`config.mk`:
```
export PLATFORM = sky130hd
export DESIGN_NAME = tlb_op_ctrl
export DESIGN_NICKNAME = d
export VERILOG_FILES = /design/src/rtl/tlb_op_ctrl.sv
export SDC_FILE = /design/constraint.sdc
export NUM_CORES = 1
export LEC_CHECK = 0
export BUFFER_PORTS_ARGS = -buffer_cell sky130_fd_sc_hd__buf_4
export CORE_AREA = 2 2 181 183
export DETAILED_ROUTE_END_ITERATION = 16
export DIE_AREA = 0 0 183 185
export HOLD_SLACK_MARGIN = 0.05
export MAX_ROUTING_LAYER = met4
export SLEW_MARGIN = 20
export SYNTH_ARGS = -nofsm -noshare
export SYNTH_HDL_FRONTEND = slang
export SYNTH_SLANG_ARGS = --single-unit
export TNS_END_PERCENT = 10
```
`constraint.sdc`:
```
create_clock -name clk -period 10.8 [get_ports clk]
set_clock_uncertainty 0.1 [all_clocks]
set_input_delay 0.54 -clock clk [delete_from_list [all_inputs] [get_ports clk]]
set_output_delay 0.54 -clock clk [all_outputs]
set_load 0.02 [all_outputs]
```
`src/rtl/tlb_op_ctrl.sv`:
```
// rtl/tlb_op_ctrl.sv - CP0-side TLB maintenance sequencer (TLBR/TLBWI/TLBWR/TLBP)
//
// Owns Index, Random, Wired, EntryHi, EntryLo0 and EntryLo1.
// Sequences TLB maintenance operations against the MMU's read/write and probe ports.
//
// Ports:
//   clk, rst                  clock, asynchronous active-high reset
//   op_valid, op_type         operation request (00 TLBR, 01 TLBWI, 10 TLBWR, 11 TLBP)
//   op_ready, op_done         idle indication, one-cycle completion pulse
//   cp0_we/waddr/wdata        CP0 register write port
//   index_reg .. entry_lo1    architectural register values
//   asid                      current ASID to the MMU
//   tlbrw_index/we/wdata      TLB entry select, write strobe and write data
//   tlbrw_rdata               entry read back one cycle after tlbrw_index
//   tlbp_entry_hi, tlbp_index probe key and probe result (bit 31 = miss)

package tlb_op_ctrl_pkg;
   typedef struct packed {
      logic [18:0] vpn2;
      logic [7:0]  asid;
      logic        g;
      logic [19:0] pfn0;
      logic [2:0]  c0;
      logic        d0;
      logic        v0;
      logic [19:0] pfn1;
      logic [2:0]  c1;
      logic        d1;
      logic        v1;
   } TLBEntry_t;
endpackage

module tlb_op_ctrl
   import tlb_op_ctrl_pkg::*;
#(
   parameter int TLB_ENTRIES = 16,
   parameter int INDEX_WIDTH = $clog2(TLB_ENTRIES)
) (
   input  logic                   clk,
   input  logic                   rst,
   input  logic                   op_valid,
   input  logic [1:0]             op_type,
   output logic                   op_ready,
   output logic                   op_done,
   input  logic                   cp0_we,
   input  logic [2:0]             cp0_waddr,
   input  logic [31:0]            cp0_wdata,
   output logic [31:0]            index_reg,
   output logic [31:0]            random_reg,
   output logic [31:0]            wired_reg,
   output logic [31:0]            entry_hi,
   output logic [31:0]            entry_lo0,
   output logic [31:0]            entry_lo1,
   output logic [7:0]             asid,
   output logic [INDEX_WIDTH-1:0] tlbrw_index,
   output logic                   tlbrw_we,
   output TLBEntry_t              tlbrw_wdata,
   input  TLBEntry_t              tlbrw_rdata,
   output logic [31:0]            tlbp_entry_hi,
   input  logic [31:0]            tlbp_index
);

   localparam logic [1:0] OP_TLBR  = 2'b00;
   localparam logic [1:0] OP_TLBWI = 2'b01;
   localparam logic [1:0] OP_TLBWR = 2'b10;
   localparam logic [1:0] OP_TLBP  = 2'b11;

   localparam logic [INDEX_WIDTH-1:0] LAST_IDX = INDEX_WIDTH'(TLB_ENTRIES - 1);
   // TLB_ENTRIES is a power of two, so entries-1 is exactly the index field mask
   localparam logic [31:0] IDX_MASK = 32'(TLB_ENTRIES - 1);
   localparam logic [31:0] HI_MASK  = 32'hFFFF_E0FF;
   localparam logic [31:0] LO_MASK  = 32'h03FF_FFFF;

   typedef enum logic [1:0] {S_IDLE, S_EXEC, S_WAIT} state_t;

   state_t                 state;
   logic [1:0]             op_q;
   logic [INDEX_WIDTH-1:0] rnd;
   logic [INDEX_WIDTH-1:0] wired_q;

   logic                   idle;
   logic                   wr_index, wr_hi, wr_lo0, wr_lo1, wr_wired;
   logic                   op_is_write;
   logic [INDEX_WIDTH-1:0] idx_now;
   logic                   unused_probe_bits;

   assign idle     = (state == S_IDLE);
   assign op_ready = idle;

   // Register writes other than Wired are only honoured while idle
   assign wr_index = cp0_we && (cp0_waddr == 3'd0) && idle;
   assign wr_hi    = cp0_we && (cp0_waddr == 3'd1) && idle;
   assign wr_lo0   = cp0_we && (cp0_waddr == 3'd2) && idle;
   assign wr_lo1   = cp0_we && (cp0_waddr == 3'd3) && idle;
   assign wr_wired = cp0_we && (cp0_waddr == 3'd4);

   // An Index write in the accept cycle must steer the operation being accepted
   assign idx_now = wr_index ? cp0_wdata[INDEX_WIDTH-1:0] : index_reg[INDEX_WIDTH-1:0];

   assign op_is_write = (op_q == OP_TLBWI) || (op_q == OP_TLBWR);

   assign random_reg    = {{(32-INDEX_WIDTH){1'b0}}, rnd};
   assign wired_reg     = {{(32-INDEX_WIDTH){1'b0}}, wired_q};
   assign asid          = entry_hi[7:0];
   assign tlbp_entry_hi = entry_hi;

   // Registers cannot change while busy, so the packed entry is stable through EXEC
   assign tlbrw_wdata = '{vpn2: entry_hi[31:13],
                          asid: entry_hi[7:0],
                          g:    entry_lo0[0] & entry_lo1[0],
                          pfn0: entry_lo0[25:6],
                          c0:   entry_lo0[5:3],
                          d0:   entry_lo0[2],
                          v0:   entry_lo0[1],
                          pfn1: entry_lo1[25:6],
                          c1:   entry_lo1[5:3],
                          d1:   entry_lo1[2],
                          v1:   entry_lo1[1]};

   assign unused_probe_bits = ^tlbp_index[30:INDEX_WIDTH];

   // Random counter: counts down to Wired, then wraps to the top entry
   always_ff @(posedge clk or posedge rst) begin
      if (rst) begin
         rnd <= LAST_IDX;
      end else if (wr_wired || (wired_q == LAST_IDX) || (rnd == wired_q)) begin
         rnd <= LAST_IDX;
      end else begin
         rnd <= rnd - INDEX_WIDTH'(1);
      end
   end

   always_ff @(posedge clk or posedge rst) begin
      if (rst) begin
         state       <= S_IDLE;
         op_q        <= OP_TLBR;
         op_done     <= 1'b0;
         tlbrw_we    <= 1'b0;
         tlbrw_index <= '0;
         index_reg   <= '0;
         entry_hi    <= '0;
         entry_lo0   <= '0;
         entry_lo1   <= '0;
         wired_q     <= '0;
      end else begin
         op_done  <= 1'b0;
         tlbrw_we <= 1'b0;

         if (wr_wired) wired_q   <= cp0_wdata[INDEX_WIDTH-1:0];
         if (wr_index) index_reg <= cp0_wdata & IDX_MASK;
         if (wr_hi)    entry_hi  <= cp0_wdata & HI_MASK;
         if (wr_lo0)   entry_lo0 <= cp0_wdata & LO_MASK;
         if (wr_lo1)   entry_lo1 <= cp0_wdata & LO_MASK;

         case (state)
            S_IDLE: begin
               if (op_valid) begin
                  op_q  <= op_type;
                  state <= S_EXEC;
                  // Outputs are registered here so they appear during EXEC
                  case (op_type)
                     OP_TLBWI: begin
                        tlbrw_index <= idx_now;
                        tlbrw_we    <= 1'b1;
                        op_done     <= 1'b1;
                     end
                     OP_TLBWR: begin
                        tlbrw_index <= rnd;
                        tlbrw_we    <= 1'b1;
                        op_done     <= 1'b1;
                     end
                     OP_TLBR: tlbrw_index <= idx_now;
                     default: ;
                  endcase
               end
            end
            S_EXEC: begin
               if (op_is_write) begin
                  state <= S_IDLE;
               end else begin
                  state   <= S_WAIT;
                  op_done <= 1'b1;
               end
            end
            S_WAIT: begin
               if (op_q == OP_TLBR) begin
                  entry_hi  <= {tlbrw_rdata.vpn2, 5'b0, tlbrw_rdata.asid};
                  entry_lo0 <= {6'b0, tlbrw_rdata.pfn0, tlbrw_rdata.c0,
                                tlbrw_rdata.d0, tlbrw_rdata.v0, tlbrw_rdata.g};
                  entry_lo1 <= {6'b0, tlbrw_rdata.pfn1, tlbrw_rdata.c1,
                                tlbrw_rdata.d1, tlbrw_rdata.v1, tlbrw_rdata.g};
               end else if (op_q == OP_TLBP) begin
                  index_reg <= {tlbp_index[31], {(31-INDEX_WIDTH){1'b0}},
                                tlbp_index[INDEX_WIDTH-1:0]};
               end
               state <= S_IDLE;
            end
            default: state <= S_IDLE;
         endcase
      end
   end

endmodule
```
==> Word-level counts from Yosys, hierarchy flattened <==
Index checks and enable logic that the tools add are counted.
{ "totals": {"register_bits": 146, "latch_bits": 0, "ram_bits": 0, "rom_bits": 0, "input_bits": 151, "output_inout_bits": 317, "n_memories": 0} }
{ "op_classes": {"addsub": 1, "n_mul": 0, "n_div": 0, "order_cmp": 0, "eq_ne": 14, "shifts": 0, "mux": 24, "bitwise_logic": 1, "reduce_logical": 21} }
{ "op_table": {"columns": ["cell", "count"], "rows": [
  ["2-to-1 mux 32 bit", 13],
  ["logical AND 1 bit", 9],
  ["== test 2 bit (second input constant)", 4],
  ["2-to-1 mux 4 bit", 2],
  ["one-hot mux 4 bit (2 select lines)", 1],
  ["== test 2 x 1 -> 1 bit (second input constant)", 3],
  ["== test 3 x 2 -> 1 bit (second input constant)", 2],
  ["zero test 2 bit", 3],
  ["== test 4 bit", 1],
  ["== test 4 bit (second input constant)", 1],
  ["2-to-1 mux 1 bit", 4],
  ["2-to-1 mux 2 bit", 2],
  ["one-hot mux 2 bit (2 select lines)", 1],
  ["OR reduction 2 bit", 2],
  ["subtractor 4 x 1 -> 4 bit (second input constant)", 1],
  ["== test 3 x 1 -> 1 bit (second input constant)", 1],
  ["== test 3 bit (second input constant)", 1],
  ["zero test 3 bit", 1],
  ["logical OR 1 bit", 3],
  ["AND reduction 3 bit", 1],
  ["!= test 2 bit (second input constant)", 1],
  ["one-hot mux 1 bit (2 select lines)", 1],
  ["AND reduction 2 bit", 1],
  ["nonzero test 2 bit", 1],
  ["bitwise AND 1 bit", 1]
]} }

==> Depth between registers and ports, before layout <==
{ "logic_depth": {"depth_word": 7, "ltp_mapped": 7, "mapped_depth_nobuf": 5} }

==> Worst setup path before layout <==
No wires, ideal clock.
{ "synth_path": {"path_kind": "input port to flip-flop", "from": "input port cp0_waddr[2]", "to": "register entry_lo0[27]", "arrival_time_ns": 1.822, "path_slack_ns": 8.758, "path_stages": 5, "n_path_buf": 2, "cell_sequence": "or4b_4 buf_6 or2_1 clkbuf_1 and3_1"} }
{ "synth_via": {"elab_chain_len": 6} }
{ "synth_rtl": {"columns": ["item", "line", "rtl"], "rows": [
  ["start, declared", "46", "input logic [2:0] cp0_waddr,"],
  ["== test 3 x 2 -> 1 bit (*)", "93", "assign wr_lo0 = cp0_we && (cp0_waddr == 3'd2) && idle;"],
  ["logical AND 1 bit (*) (2 in series)", "93", null],
  ["2-to-1 mux 32 bit (*)", "152", "if (wr_lo0) entry_lo0 <= cp0_wdata & LO_MASK;"],
  ["2-to-1 mux 32 bit", "186", "if (op_q == OP_TLBR) begin"],
  ["2-to-1 mux 32 bit (*)", "155", "case (state)"],
  ["end signal, assigned", "152", null],
  ["end signal, assigned", "188", "entry_lo0 <= {6'b0, tlbrw_rdata.pfn0, tlbrw_rdata.c0,"],
  ["end, declared", "52", "output logic [31:0] entry_lo0,"]
]} }
Mark *: on every way between the ends. The rest lies on a longest branch, timed or not.
A chain may end at the register's enable or synchronous reset.

==> Final worst setup path <==
{ "layout_path": {"from": "register state[1]", "to": "register entry_lo0[30]"} }
{ "layout_via": {"elab_chain_len": 5, "elab_cells_between_ends": 6, "classes_between": "eq/ne: 1; mux: 3; reduce/logical: 2"} }
{ "layout_rtl": {"columns": ["item", "line", "rtl"], "rows": [
  ["start, declared", "76", "state_t state;"],
  ["start signal, assigned", "135", "state <= S_IDLE;"],
  ["start signal, assigned", "159", "state <= S_EXEC;"],
  ["start signal, assigned", "179", "state <= S_IDLE;"],
  ["zero test 2 bit", "87", "assign idle = (state == S_IDLE);"],
  ["logical AND 1 bit", "93", null],
  ["2-to-1 mux 32 bit", "152", null],
  ["2-to-1 mux 32 bit", "186", null],
  ["2-to-1 mux 32 bit (*)", "155", null]
]} }
Marks and branches as above.

==> out/summary.md <==
In the final routed layout, each cell accounts on average for 18.9 um. Clock period minus final worst setup slack: 2780 ps. The fraction of layout cells with a size suffix above 1 came out at 40.5%.

The clock edge transition at the registers on the reported setup and hold paths works out to 60 ps. The average vias per placed instance is 4.48, and the final number of hold-violating endpoints is 0. The logs give 1,236 for the layout net count and 6,443 for the via count of the first global-routing pass. In this run the count of I/O pins placed on the die edge is 468.

The number of optimization iterations in the first detailed-route pass was 5; the share of the clock period used by the worst path after layout was 25.8%. Setup violations remaining at the end of the flow were counted as 0. The largest fanout on the critical path was 62.

Entering global routing, the biggest net connects 102 pins. The number of cells on the worst reg-to-reg path is 4. The post-synthesis cell type with the largest combined area was sky130_fd_sc_hd__dfrtp_1. In the routed design, unresolved DRC markers number 0. Counting every sink on the clock net gives 146. The run gives 262 as the number of violations reported at the end of detailed-routing iteration 0. TritonCTS built the clock tree. Setup repair after global routing left no endpoint under its margin. In this run the mean area of a mapped cell was 9.37 um2. On the final layout, the worst hold slack is 130 ps. Leaving out fill and tap cells, the most frequent cell in the layout is sky130_fd_sc_hd__buf_4. After synthesis the netlist holds a flip-flop and latch count of 146. The library cells used most frequently in the layout, excluding fill and tap cells, are 392 x sky130_fd_sc_hd__buf_4, 142 x sky130_fd_sc_hd__dfrtp_1, 67 x sky130_fd_sc_hd__nand2_1, 56 x sky130_fd_sc_hd__conb_1. Antenna diode count: 0. The final number of max-transition violations came out at 0.

The tools report the worst setup slack after placement as 7810 ps. After clock tree synthesis, the setup repair step added 0 buffers. At the end of routability-driven placement, the weighted congestion stood at 0.798. The required time of the critical path is 11,020 ps. Headroom to the max-slew limit came out at 29.8%.

At the later pin of the worst-skew pair, clock insertion delay measures 430 ps. The instance count after placement with tap cells included was 1,468. At the pin with the least slew margin, the transition time is 1050 ps. The tools report the source of the worst register-to-register timing path as state[1].

Total clock buffers created by CTS: 17. The run gives 0 as the number of antenna violations at the first check in global routing. The number of levels the H-tree was split into is 4, and the horizontal die dimension is 183 um.

The post-cts repair resize count is 0. The path class of the lowest-slack min-delay path was in2async. The non-filler instance count after layout is 1,500.

Root buffer selected by CTS: sky130_fd_sc_hd__clkbuf_16. The number of input and output port buffers inserted was 384. The worst setup path is captured at a flop. The run gives 0.359 GHz as the peak clock frequency supported by timing. The region available for standard cell placement spans 32,000 um2. The area growth from synthesis to layout is 34.7%.

Fill cells in the final layout number 3,288. The placement row count came out at 66. For this run the aggregate overflow at the end of global routing stands at 0. The flow ran to the end, and the final reports show no timing, DRC or antenna violations. The category of the worst setup path launch point is a flop.

The synthesized netlist occupies a cell area of 7890 um2. The floorplan step defined a die boundary enclosing 33,900 um2. The synthesized netlist contains 40 unique library cells.

Max-cap violations in this run came to 0. For this run, the number of Yosys warnings is 0. The share of the synthesized area in the top cell type is 45.1%, and the register-to-register setup slack is 8020 ps. Summing the sequential cell areas from Yosys gives 46.4% of the chip area. The die height was 185 um; the final setup TNS was 0 ps. No sink is reached through more buffers than the 2 on the longest clock path. STA puts the critical path data arrival time at 3000 ps.

The run gives 2810 um2 as the area occupied by multi-input gates. For this run, the leading register cell type out of synthesis is sky130_fd_sc_hd__dfrtp_1. Initial core utilization: 24.6%. The category of the most critical setup path was reg2reg.

The first global-routing pass estimated 40,900 um of wire. The endpoint identified for the worst register-to-register timing path is entry_lo0[30]. The analysis attributes to cell leakage a power of 5.31 nW. For this design, the CTS-stage hold fixing added 0 buffers. Synthesis produced 842 cells. By area the synthesized netlist is led by sky130_fd_sc_hd__dfrtp_1 45%, sky130_fd_sc_hd__buf_4 17%, sky130_fd_sc_hd__o211ai_1 4.2%. The synthesized design contains 0 enable-type register cells. Summing over every cut layer, the via total after detailed routing is 6,714. Summed over all layers, the routed wires come to 28,400 um. The wire-length estimate of the detail-placed layout is 20,800 um. The worst-case IR drop observed on VDD is 0.119 mV. The proportion of register bits with asynchronous set or reset after synthesis is 100%, and the area occupied by registers is 3660 um2.

The total chip power came out at 3.11 mW. Once detail routing completed, the nets flagged for antenna violations numbered 0. The post-route worst setup slack was 8020 ps.

For this design the ratio of total power to cell area is 293 nW/um2. The total global-route track usage was 16.9%.
[report_power, final]
part | switching [mW] | internal [mW]
Combinational | 0.911 | 0.666
Clock | 0.255 | 0.343
Sequential | 0.201 | 0.738
[layer usage]
layer,track usage [%],vias to the layer above,wire (um)
met5,-,-,0
met4,6.08,0,683
met3,4.19,32,1870
met2,26.4,298,13600
met1,21.2,3276,12200
li1,-,3108,-
[synth_stat cells (all sizes together) (8+ instances only)]
master  instances
buf           183
dfrtp         142
nand2          68
nor2           50
o21ai          49
clkbuf         46
o211ai         44
a21oi          42
o31a           37
nand3          32
inv            30
and2           28
and3           18
a31oi          10
or3             8
[area by class of cell]
class,count,area share [%]
Sequential cell,146,34.4
Timing Repair Buffer,392,27.7
Multi-Input combinational cell,492,26.5
Clock inverter,14,1.47
Clock buffer,18,4.04
Tap cell,408,4.80
Inverter,30,1.11
[critical path, cell delays in order, from the launching register on]
cell and delay (ps):
sky130_fd_sc_hd__dfrtp_1 490, sky130_fd_sc_hd__or4b_4 820, sky130_fd_sc_hd__buf_4 430, sky130_fd_sc_hd__or2_1 510
sky130_fd_sc_hd__and3_1 280
[stage by stage]
stage	util, %	instance area [um2]
after floorplan	-	8090
after global placement	31.3	10000
after detailed placement	31.3	10000
after CTS	33.2	10600
after global routing	33.2	10600
final	33.2	10600
[worst max-delay path by stage]
stage            startpoint       endpoint  slack, ps  depth (start not counted)
2_1_floorplan           rst    entry_hi[0]       6240                          1
3_3_place_gp   cp0_waddr[2]   entry_hi[30]       7650                          4
3_5_place_dp   cp0_waddr[2]  entry_lo0[30]       7810                          5
4_1_cts             op_q[0]  entry_lo1[22]       7930                          7
5_1_grt             op_q[0]  entry_lo1[22]       7750                          7
6_report           state[1]  entry_lo0[30]       8020                          4
[logic make-up (layout without fill, tap and decap cells)]
family,after synthesis,count (layout),share of synthesized area [%]
other,1,56,0.0475
muxes,10,10,1.33
xor gates and xnor gates,6,6,0.666
DFF,146,146,46.4
buffers and inverters,259,454,20.9
and+or+nand+nor,224,224,14.0
AOI/OAI and AO/OA,190,190,15.7
adders and majority gates,6,6,0.952
(Power assumes the default switching activity.)
